## config.mk

```make
export PLATFORM = sky130hd
export DESIGN_NAME = rtc_access_scheduler
export DESIGN_NICKNAME = d
export VERILOG_FILES = /design/src/rtl/rtc_sched_pkg.sv /design/src/rtl/rtc_bus_timer.sv /design/src/rtl/rtc_access_scheduler.sv
export SDC_FILE = /design/constraint.sdc
export NUM_CORES = 1
export LEC_CHECK = 0
export BUFFER_PORTS_ARGS = -buffer_cell sky130_fd_sc_hd__buf_2
export CAP_MARGIN = 15
export CORE_MARGIN = 10
export CORE_UTILIZATION = 60
export CTS_CLUSTER_SIZE = 28
export DETAILED_ROUTE_END_ITERATION = 10
export GPL_TIMING_DRIVEN = 0
export PLACE_DENSITY = 0.89
export REMOVE_ABC_BUFFERS = 1
export SLEW_MARGIN = 0
export SYNTH_ARGS = -nofsm -noshare
export SYNTH_HDL_FRONTEND = slang
export SYNTH_SLANG_ARGS = --single-unit
export TNS_END_PERCENT = 100
```

## constraint.sdc

```tcl
create_clock -name clk -period 6.55 [get_ports clk]
set_clock_uncertainty 0.15 [all_clocks]
set_input_delay 0.3275 -clock clk [delete_from_list [all_inputs] [get_ports clk]]
set_output_delay 0.3275 -clock clk [all_outputs]
set_load 0.005 [all_outputs]
```

## src/rtl/rtc_sched_pkg.sv

```systemverilog
// Shared types and constants for the RTC access scheduler.
// Defining RTC_CRONO_EN appends the three chronometer registers to the read sweep.
package rtc_sched_pkg;

    typedef enum logic [2:0] {
        IDLE,
        WR_ISSUE,
        WR_WAIT,
        RD_ISSUE,
        RD_WAIT,
        PUBLISH
    } sched_state_e;

    typedef struct packed {
        logic       wr;
        logic [7:0] addr;
        logic [7:0] wdata;
    } bus_req_t;

    localparam logic [7:0] ADDR_SEG     = 8'h21;
    localparam logic [7:0] ADDR_MIN     = 8'h22;
    localparam logic [7:0] ADDR_HORA    = 8'h23;
    localparam logic [7:0] ADDR_DIA     = 8'h24;
    localparam logic [7:0] ADDR_MES     = 8'h25;
    localparam logic [7:0] ADDR_ANIO    = 8'h26;
    localparam logic [7:0] ADDR_SEG_CR  = 8'h41;
    localparam logic [7:0] ADDR_MIN_CR  = 8'h42;
    localparam logic [7:0] ADDR_HORA_CR = 8'h43;

`ifdef RTC_CRONO_EN
    localparam int unsigned SWEEP_LEN = 9;
`else
    localparam int unsigned SWEEP_LEN = 6;
`endif
    localparam int unsigned IDX_W = $clog2(SWEEP_LEN);

    // Sweep order; index 0 is read first.
    localparam logic [8:0][7:0] SWEEP_ADDRS = {ADDR_HORA_CR, ADDR_MIN_CR, ADDR_SEG_CR,
                                               ADDR_ANIO, ADDR_MES, ADDR_DIA,
                                               ADDR_HORA, ADDR_MIN, ADDR_SEG};

    function automatic logic [7:0] sweep_addr(input logic [3:0] idx);
        return SWEEP_ADDRS[idx];
    endfunction

endpackage

```

## src/rtl/rtc_bus_timer.sv

```systemverilog
// Bus transaction watchdog: counts enabled cycles after a clear and flags the
// last cycle of the BUS_TIMEOUT window (BUS_TIMEOUT must be at least 2).
module rtc_bus_timer #(
    parameter int unsigned BUS_TIMEOUT = 255
) (
    input  logic clk,
    input  logic reset,
    input  logic clear,
    input  logic enable,
    output logic expired
);

    localparam int unsigned CNT_W = $clog2(BUS_TIMEOUT + 1);

    logic [CNT_W-1:0] cnt_q;
    logic             expired_q;

    // expired_q is raised one cycle early so it lines up with wait-cycle BUS_TIMEOUT-1.
    always_ff @(posedge clk or negedge reset) begin
        if (!reset) begin
            cnt_q     <= '0;
            expired_q <= 1'b0;
        end else if (clear) begin
            cnt_q     <= '0;
            expired_q <= 1'b0;
        end else if (enable) begin
            cnt_q     <= cnt_q + CNT_W'(1);
            expired_q <= (cnt_q == CNT_W'(BUS_TIMEOUT - 2));
        end else begin
            expired_q <= 1'b0;
        end
    end

    assign expired = expired_q;

endmodule

```

## src/rtl/rtc_access_scheduler.sv

```systemverilog
// Arbitrates edit-controller writes against periodic time/date read sweeps on the
// RTC bus and publishes coherent snapshots. Optional feature macro: RTC_CRONO_EN.
module rtc_access_scheduler
    import rtc_sched_pkg::*;
#(
    parameter int unsigned BUS_TIMEOUT = 255
) (
    input  logic       clk,
    input  logic       reset,
    input  logic       rd_tick,
    input  logic       wr_req,
    input  logic [7:0] wr_addr,
    input  logic [7:0] wr_data,
    output logic       wr_ack,
    output logic       bus_start,
    output logic       bus_wr,
    output logic [7:0] bus_addr,
    output logic [7:0] bus_wdata,
    input  logic [7:0] bus_rdata,
    input  logic       bus_done,
    output logic [7:0] seg,
    output logic [7:0] min,
    output logic [7:0] hora,
    output logic [7:0] dia,
    output logic [7:0] mes,
    output logic [7:0] anio,
`ifdef RTC_CRONO_EN
    output logic [7:0] seg_cr,
    output logic [7:0] min_cr,
    output logic [7:0] hora_cr,
`endif
    output logic       snap_valid,
    output logic       busy,
    output logic       err
);

    typedef logic [SWEEP_LEN-1:0][7:0] snap_t;

    sched_state_e     state_q, state_d;
    logic [IDX_W-1:0] idx_q, idx_d;
    logic             pend_q, pend_d;
    snap_t            stage_q, stage_d;
    snap_t            pub_q, pub_d;
    bus_req_t         bus_q, bus_d;
    logic             bus_start_q, bus_start_d;
    logic             wr_ack_q, wr_ack_d;
    logic             snap_q, snap_d;
    logic             err_q, err_d;
    logic             busy_q, busy_d;
    logic             timer_clear_c, timer_en_c, timer_expired;

    assign timer_clear_c = (state_q == WR_ISSUE) || (state_q == RD_ISSUE);
    assign timer_en_c    = (state_q == WR_WAIT)  || (state_q == RD_WAIT);

    rtc_bus_timer #(
        .BUS_TIMEOUT(BUS_TIMEOUT)
    ) u_timer (
        .clk    (clk),
        .reset  (reset),
        .clear  (timer_clear_c),
        .enable (timer_en_c),
        .expired(timer_expired)
    );

    // Next-state and registered-output logic.
    always_comb begin
        state_d     = state_q;
        idx_d       = idx_q;
        pend_d      = pend_q | rd_tick;
        stage_d     = stage_q;
        pub_d       = pub_q;
        bus_d       = bus_q;
        bus_start_d = 1'b0;
        wr_ack_d    = 1'b0;
        snap_d      = 1'b0;
        err_d       = 1'b0;

        unique case (state_q)
            IDLE: begin
                // The cycle right after wr_ack still sees the old wr_req level.
                if (wr_req && !wr_ack_q) begin
                    state_d     = WR_ISSUE;
                    bus_start_d = 1'b1;
                    bus_d       = '{wr: 1'b1, addr: wr_addr, wdata: wr_data};
                end else if (pend_q || (idx_q != '0)) begin
                    state_d     = RD_ISSUE;
                    bus_start_d = 1'b1;
                    bus_d       = '{wr: 1'b0, addr: sweep_addr(4'(idx_q)), wdata: 8'h00};
                    if (idx_q == '0) begin
                        pend_d = rd_tick;
                    end
                end
            end
            WR_ISSUE: state_d = WR_WAIT;
            RD_ISSUE: state_d = RD_WAIT;
            WR_WAIT: begin
                if (bus_done || timer_expired) begin
                    state_d  = IDLE;
                    wr_ack_d = 1'b1;
                    err_d    = !bus_done;
                end
            end
            RD_WAIT: begin
                if (bus_done || timer_expired) begin
                    if (bus_done) begin
                        stage_d[idx_q] = bus_rdata;
                    end
                    err_d = !bus_done;
                    // Publish on the way into PUBLISH so snap_valid follows the last bus_done directly.
                    if (idx_q == IDX_W'(SWEEP_LEN - 1)) begin
                        idx_d   = '0;
                        pub_d   = stage_d;
                        snap_d  = 1'b1;
                        state_d = PUBLISH;
                    end else begin
                        idx_d   = idx_q + IDX_W'(1);
                        state_d = IDLE;
                    end
                end
            end
            PUBLISH: state_d = IDLE;
            default: state_d = IDLE;
        endcase

        busy_d = (state_d != IDLE);
    end

    always_ff @(posedge clk or negedge reset) begin
        if (!reset) begin
            state_q     <= IDLE;
            idx_q       <= '0;
            pend_q      <= 1'b0;
            stage_q     <= '0;
            pub_q       <= '0;
            bus_q       <= '0;
            bus_start_q <= 1'b0;
            wr_ack_q    <= 1'b0;
            snap_q      <= 1'b0;
            err_q       <= 1'b0;
            busy_q      <= 1'b0;
        end else begin
            state_q     <= state_d;
            idx_q       <= idx_d;
            pend_q      <= pend_d;
            stage_q     <= stage_d;
            pub_q       <= pub_d;
            bus_q       <= bus_d;
            bus_start_q <= bus_start_d;
            wr_ack_q    <= wr_ack_d;
            snap_q      <= snap_d;
            err_q       <= err_d;
            busy_q      <= busy_d;
        end
    end

    assign wr_ack     = wr_ack_q;
    assign bus_start  = bus_start_q;
    assign bus_wr     = bus_q.wr;
    assign bus_addr   = bus_q.addr;
    assign bus_wdata  = bus_q.wdata;
    assign snap_valid = snap_q;
    assign busy       = busy_q;
    assign err        = err_q;
    assign seg        = pub_q[0];
    assign min        = pub_q[1];
    assign hora       = pub_q[2];
    assign dia        = pub_q[3];
    assign mes        = pub_q[4];
    assign anio       = pub_q[5];
`ifdef RTC_CRONO_EN
    assign seg_cr     = pub_q[6];
    assign min_cr     = pub_q[7];
    assign hora_cr    = pub_q[8];
`endif

endmodule
```

Yosys cells after proc, flatten, opt, wreduce, memory -nomap -nowiden
Memory sizes are Yosys's and may differ from the RTL's. Cells that the tools add are included.

Bits in registers: 134. Latch bits: 0. Output and inout port bits: 70. ROM bits: 64. Bits of input ports: 29. Memories: 1. Bits in writable memories: 0.

Divide/modulo/power cells: 0. Magnitude comparators: 3. Muxes and demuxes: 32. Bitwise operators: 1. Eq/ne operators: 6. Add/sub/neg operators: 2. Reductions and logical operators: 18. Multiply operators: 0. Shift operators: 0.

Memory list: (no name shown) (depth 8, width 8, rd ports 1, clocked after memory_dff 0, wr ports 0, RTL line rtc_sched_pkg.sv:43) `return SWEEP_ADDRS[idx];`.

Operators with widths (number): $bwmux 48 (1); $mux 48 (1); $mux 17 (2); $mux 8 (4); $demux 8 s3 (1); $mux 3 (6); $mux 1 (16); $pmux 3 s5 (1); $add 8x1->8 const B (1); $eq 8x8->1 const B (1); $eq 3x2->1 const B (2); $eq 3x3->1 const B (2); $logic_not 3->1 (2); $reduce_bool 3->1 (2); $lt 3x5->1 const B (1); $logic_or 1x1->1 (4); $lt 3x4->1 const B (1); $reduce_and 2->1 (2); $reduce_bool 2->1 (2); $add 3x1->3 const B (1); $eq 3x1->1 const B (1); $ge 3x1->1 const B (1); $reduce_and 3->1 (1); $logic_and 1x1->1 (2); other kinds (3) (4).

Depth between registers and ports, before layout
Word-level depth: 6. Depth in mapped cells: 8. Depth with buffers taken out: 6.

Hierarchy
From an unflattened synthesis, not the netlist that was laid out.

Cells, all modules: 426. Area, all modules: 6053.3 um^2.

By module, submodules not included: rtc_access_scheduler (sequential area each 3128.0 um^2, cells each 384, instances 1, area each 5615.4 um^2); rtc_bus_timer (sequential area each 225.2 um^2, cells each 42, instances 1, area each 437.9 um^2).

Worst setup path before layout
No wires, ideal clock.

Kind: register to register. Start point: register idx_q[1]. End point: register pub_q (netlist bit anio[4]). Arrival: 1.889 ns. Data required time: 6.275 ns. Library setup time: 0.125 ns. Setup slack: 4.386 ns. Cell stages (with the launch flop): 9. Cell sequence: dfrtp_1 buf_4 inv_1 ha_1 nand2_1 nor4_4 buf_6 buf_6 mux2_2.

Longest elaborated chain between the ends: 6.

RTL lines: start, declared (RTL line rtc_access_scheduler.sv:40) `logic [IDX_W-1:0] idx_q, idx_d;`; start signal, assigned (RTL line rtc_access_scheduler.sv:143) `idx_q <= idx_d;`; $lt 3x4->1 (implied by the code) / $ge 3x1->1 (equally long branches) (RTL line rtc_access_scheduler.sv:106) `stage_d[idx_q] = bus_rdata;`; $logic_and 1x1->1 (implied by the code) (RTL line rtc_access_scheduler.sv:106); $mux 8 (implied by the code) (RTL line rtc_access_scheduler.sv:106); $demux 8 s3 (RTL line rtc_access_scheduler.sv:106); $bwmux 48 (RTL line rtc_access_scheduler.sv:106); $mux 48 (RTL line rtc_access_scheduler.sv:105) `if (bus_done) begin`; end signal, assigned (RTL line rtc_access_scheduler.sv:146) `pub_q <= pub_d;`; end, declared (RTL line rtc_access_scheduler.sv:43) `snap_t pub_q, pub_d;`.

Parallel ways exist; a longest one is shown, timed or not. A chain may end at the register's enable or synchronous reset.

Final worst setup path
Start point: register idx_q[0]. End point: register pub_q (netlist bit mes[1]).

Same word-level chain as after synthesis.

==> impl_metrics.tcl <==
set metrics [dict create \
    fp.dieW_um 122.0 \
    netlist_instances 453 \
    die_h_um 122.0 \
    clockRootBuffer "clkbuf_8" \
    p_sw_uw 798.3 \
    place.gp.congestion 0.8228 \
    post-synth-top-count-cell "mux2_2" \
    synth-edff-count 0 \
    ys_seq_elements 134 \
    layout-drive-gt1-share 0.5149 \
    startpoint_type "flip-flop" \
    fp-row-count 37 \
    period_share 0.4447 \
    grt_usage 0.1889 \
    placed_area_um2 6842 \
    core_area_um2 10230 \
    antenna_found_initial 0 \
    slew_headroom 0.3231 \
    static-leakage-power_uw 0.003875 \
    yosysSeqAreaShare 0.5369 \
    postCtsSetupBuffers 0 \
    power.share.clock 0.320 \
    final_util 0.7333 \
    multi_input_area_um2 2708 \
    critPathCaptureType "flip-flop" \
    drt-wirelength-per-cell_um 19.39 \
    grt_max_degree 105 \
    p_per_area_nw_per_um2 344.1 \
    ioPinCount 99 \
    synth_warnings 0 \
    dieArea_um2 14890 \
    synth_common_cells "146 x mux2_2, 134 x dfrtp_1, 12 x a22o_1, 12 x buf_2, 11 x clkbuf_1" \
    worst-setup-path-type "flip-flop to flip-flop" \
    vias 4075 \
    synth_cell_type_count 56 \
    p_seq_frac 0.435 \
    first_iter_violations 270 \
    max-clock-path-buffers 2 \
    fin_nets 592 \
    routed_wl_um 13670 \
    grt_pass1_vias 4272 \
    syn_avg_cell_area_um2 13.79 \
    synthArstFlopShare 1.000 \
    dp_hpwl_um 8996 \
    netlist_area_um2 6246 \
    portBuffers 98 \
    drc 0 \
    viasPerCell 5.780 \
    arrival_ns 3.16 \
    vdd_ir_drop_max_v 0.0001965 \
    start_util 0.6105 \
    rsz0062_at_grt "false" \
    fillers 619 \
    crit_required_ns 6.79 \
    path_max_fanout 17 \
    post-route-cell-area_um2 7502 \
    numCtsBuffers 17 \
    clock-sinks 134 \
    outcome "complete, no violations" \
    drv_slew 0 \
    yosysTopAreaCellShare 0.5369 \
    clk_pin_slew_ns 0.06 \
    dominantRegCellSynth "dfrtp_1" \
    insertion_delay_ns 0.52 \
    power_uw 2581 \
    ff_latch_area_um2 3353 \
    drv_cap 0 \
    combinationalPowerShare 0.245 \
    hold_viol_final 0 \
    final.min_clock_period_ns 2.912 \
    synth_largest_area_cell "dfrtp_1" \
    cts_tree "built" \
    synth.top_cells.by_area "dfrtp_1 54%, mux2_2 26%, a22o_1 1.7%" \
    max_freq_ghz 0.3433 \
    first_pass_iters 4 \
    htree_levels 4 \
    area_growth_syn_to_layout_pct 20.11 \
    grt_pass1_wl_um 22360 \
    swShare 0.3093 \
    finalSetupViolCount 0 \
    grt-ovfl-total 0 \
    p_int_uw 1783 \
    worst_pin_slew_ns 1.001 \
    drtAntennaViolNets 0 \
    antennaDiodeCount 0 \
    hold_class "input pin to flip-flop" \
    finalSetupTns_ns 0 \
]
-- metrics by stage --
step	cells	hold WS, ns	setup slack, ns
6_report	705	0.05550	3.638
5_1_grt	705	0.07842	3.422
4_1_cts	705	0.01950	3.627
3_5_place_dp	660	0.07086	3.643
3_3_place_gp	655	0.3080	2.515
2_1_floorplan	421	-0.1181	3.194
-- routing by layer --
metal  up-vias  wire length [um]  global-route usage
li1       1875                 -                   -
met1      2060              6081              0.2391
met2       130              6645              0.3052
met3        10               823             0.05735
met4         0               120             0.05812
met5         -                 0                   0
-- power groups by stage --
stage	logic [uW]	registers, uW	clock network (uW)
after floorplan	427	1100	0
after global placement	586	1110	0
after detailed placement	618	1130	0
after CTS	631	1120	843
after global routing	698	1140	881
final	631	1120	826
-- cells by family after synthesis --
| logic type | Yosys count | share of synthesized area |
|---|---|---|
| xor gates and xnor gates | 2 | 0.002805 |
| AOI/OAI and AO/OA | 50 | 0.05890 |
| and+or+nand+nor | 71 | 0.08935 |
| buffers and inverters | 41 | 0.03245 |
| muxes | 150 | 0.2696 |
| DFF | 134 | 0.5369 |
| adders and majority gates | 5 | 0.01002 |
-- final cells by class --
class                   instances  share of cell area
repair buffers                118             0.09690
clock inverters                10             0.01134
clock buffers                  20             0.05670
inverters                       9            0.004503
flip-flops and latches        134              0.4470
well taps                     136             0.02268
multi-input cells             278              0.3609
-- worst paths after layout --
check,from,endpoint,slack [ns],cells after the start
setup / recovery,idx_q[0],mes[1],3.64,6
hold / removal,wr_addr[1],bus_addr[1],0.06,3
setup reg to reg,idx_q[0],mes[1],3.64,6
hold reg to reg,bus_wr,bus_wr,0.32,1
max in group asynchronous,reset,mes[5],5.37,3
min in group asynchronous,reset,bus_start,0.11,2
-- state kept, by name (all words and copies together), names as in the netlist, 3 cells and up --
name           flops
min                8
stage_q           48
mes                8
anio               8
seg                8
state_q            3
bus_wdata          8
hora               8
idx_q              3
u_timer.cnt_q      8
dia                8
bus_addr           8
-- layout by cell type (no fill, tap or decap), types with 4 or more instances in the layout --
cell type,Yosys,final
mux2_2,146,146
dfrtp_1,134,134
buf_2,12,97
clkbuf_16,0,16
dlygate4sd3_1,0,15
a22o_1,12,12
o21ai_0,10,10
inv_1,9,9
nand2_1,9,9
nor2_1,7,7
clkinv_2,0,6
nor3_1,5,5
nand2b_1,5,5
a21boi_0,5,5
ha_1,5,5
nor2b_1,4,4
and3_1,4,4
mux2i_1,4,4
-- critical path, stage by stage, from the launching register on --
cell and delay [ns]:
dfrtp_1 0.69, ha_1 0.34, nand2_1 0.15, nor4_4 0.67, buf_8 0.26, buf_8 0.19
mux2_2 0.35
-- timing repair --
action | in CTS | in global routing
endpoints found under the hold margin | 148 | 0
resized for setup | 0 | 0
hold buffers | 15 | 0
(Power assumes the default switching activity.)
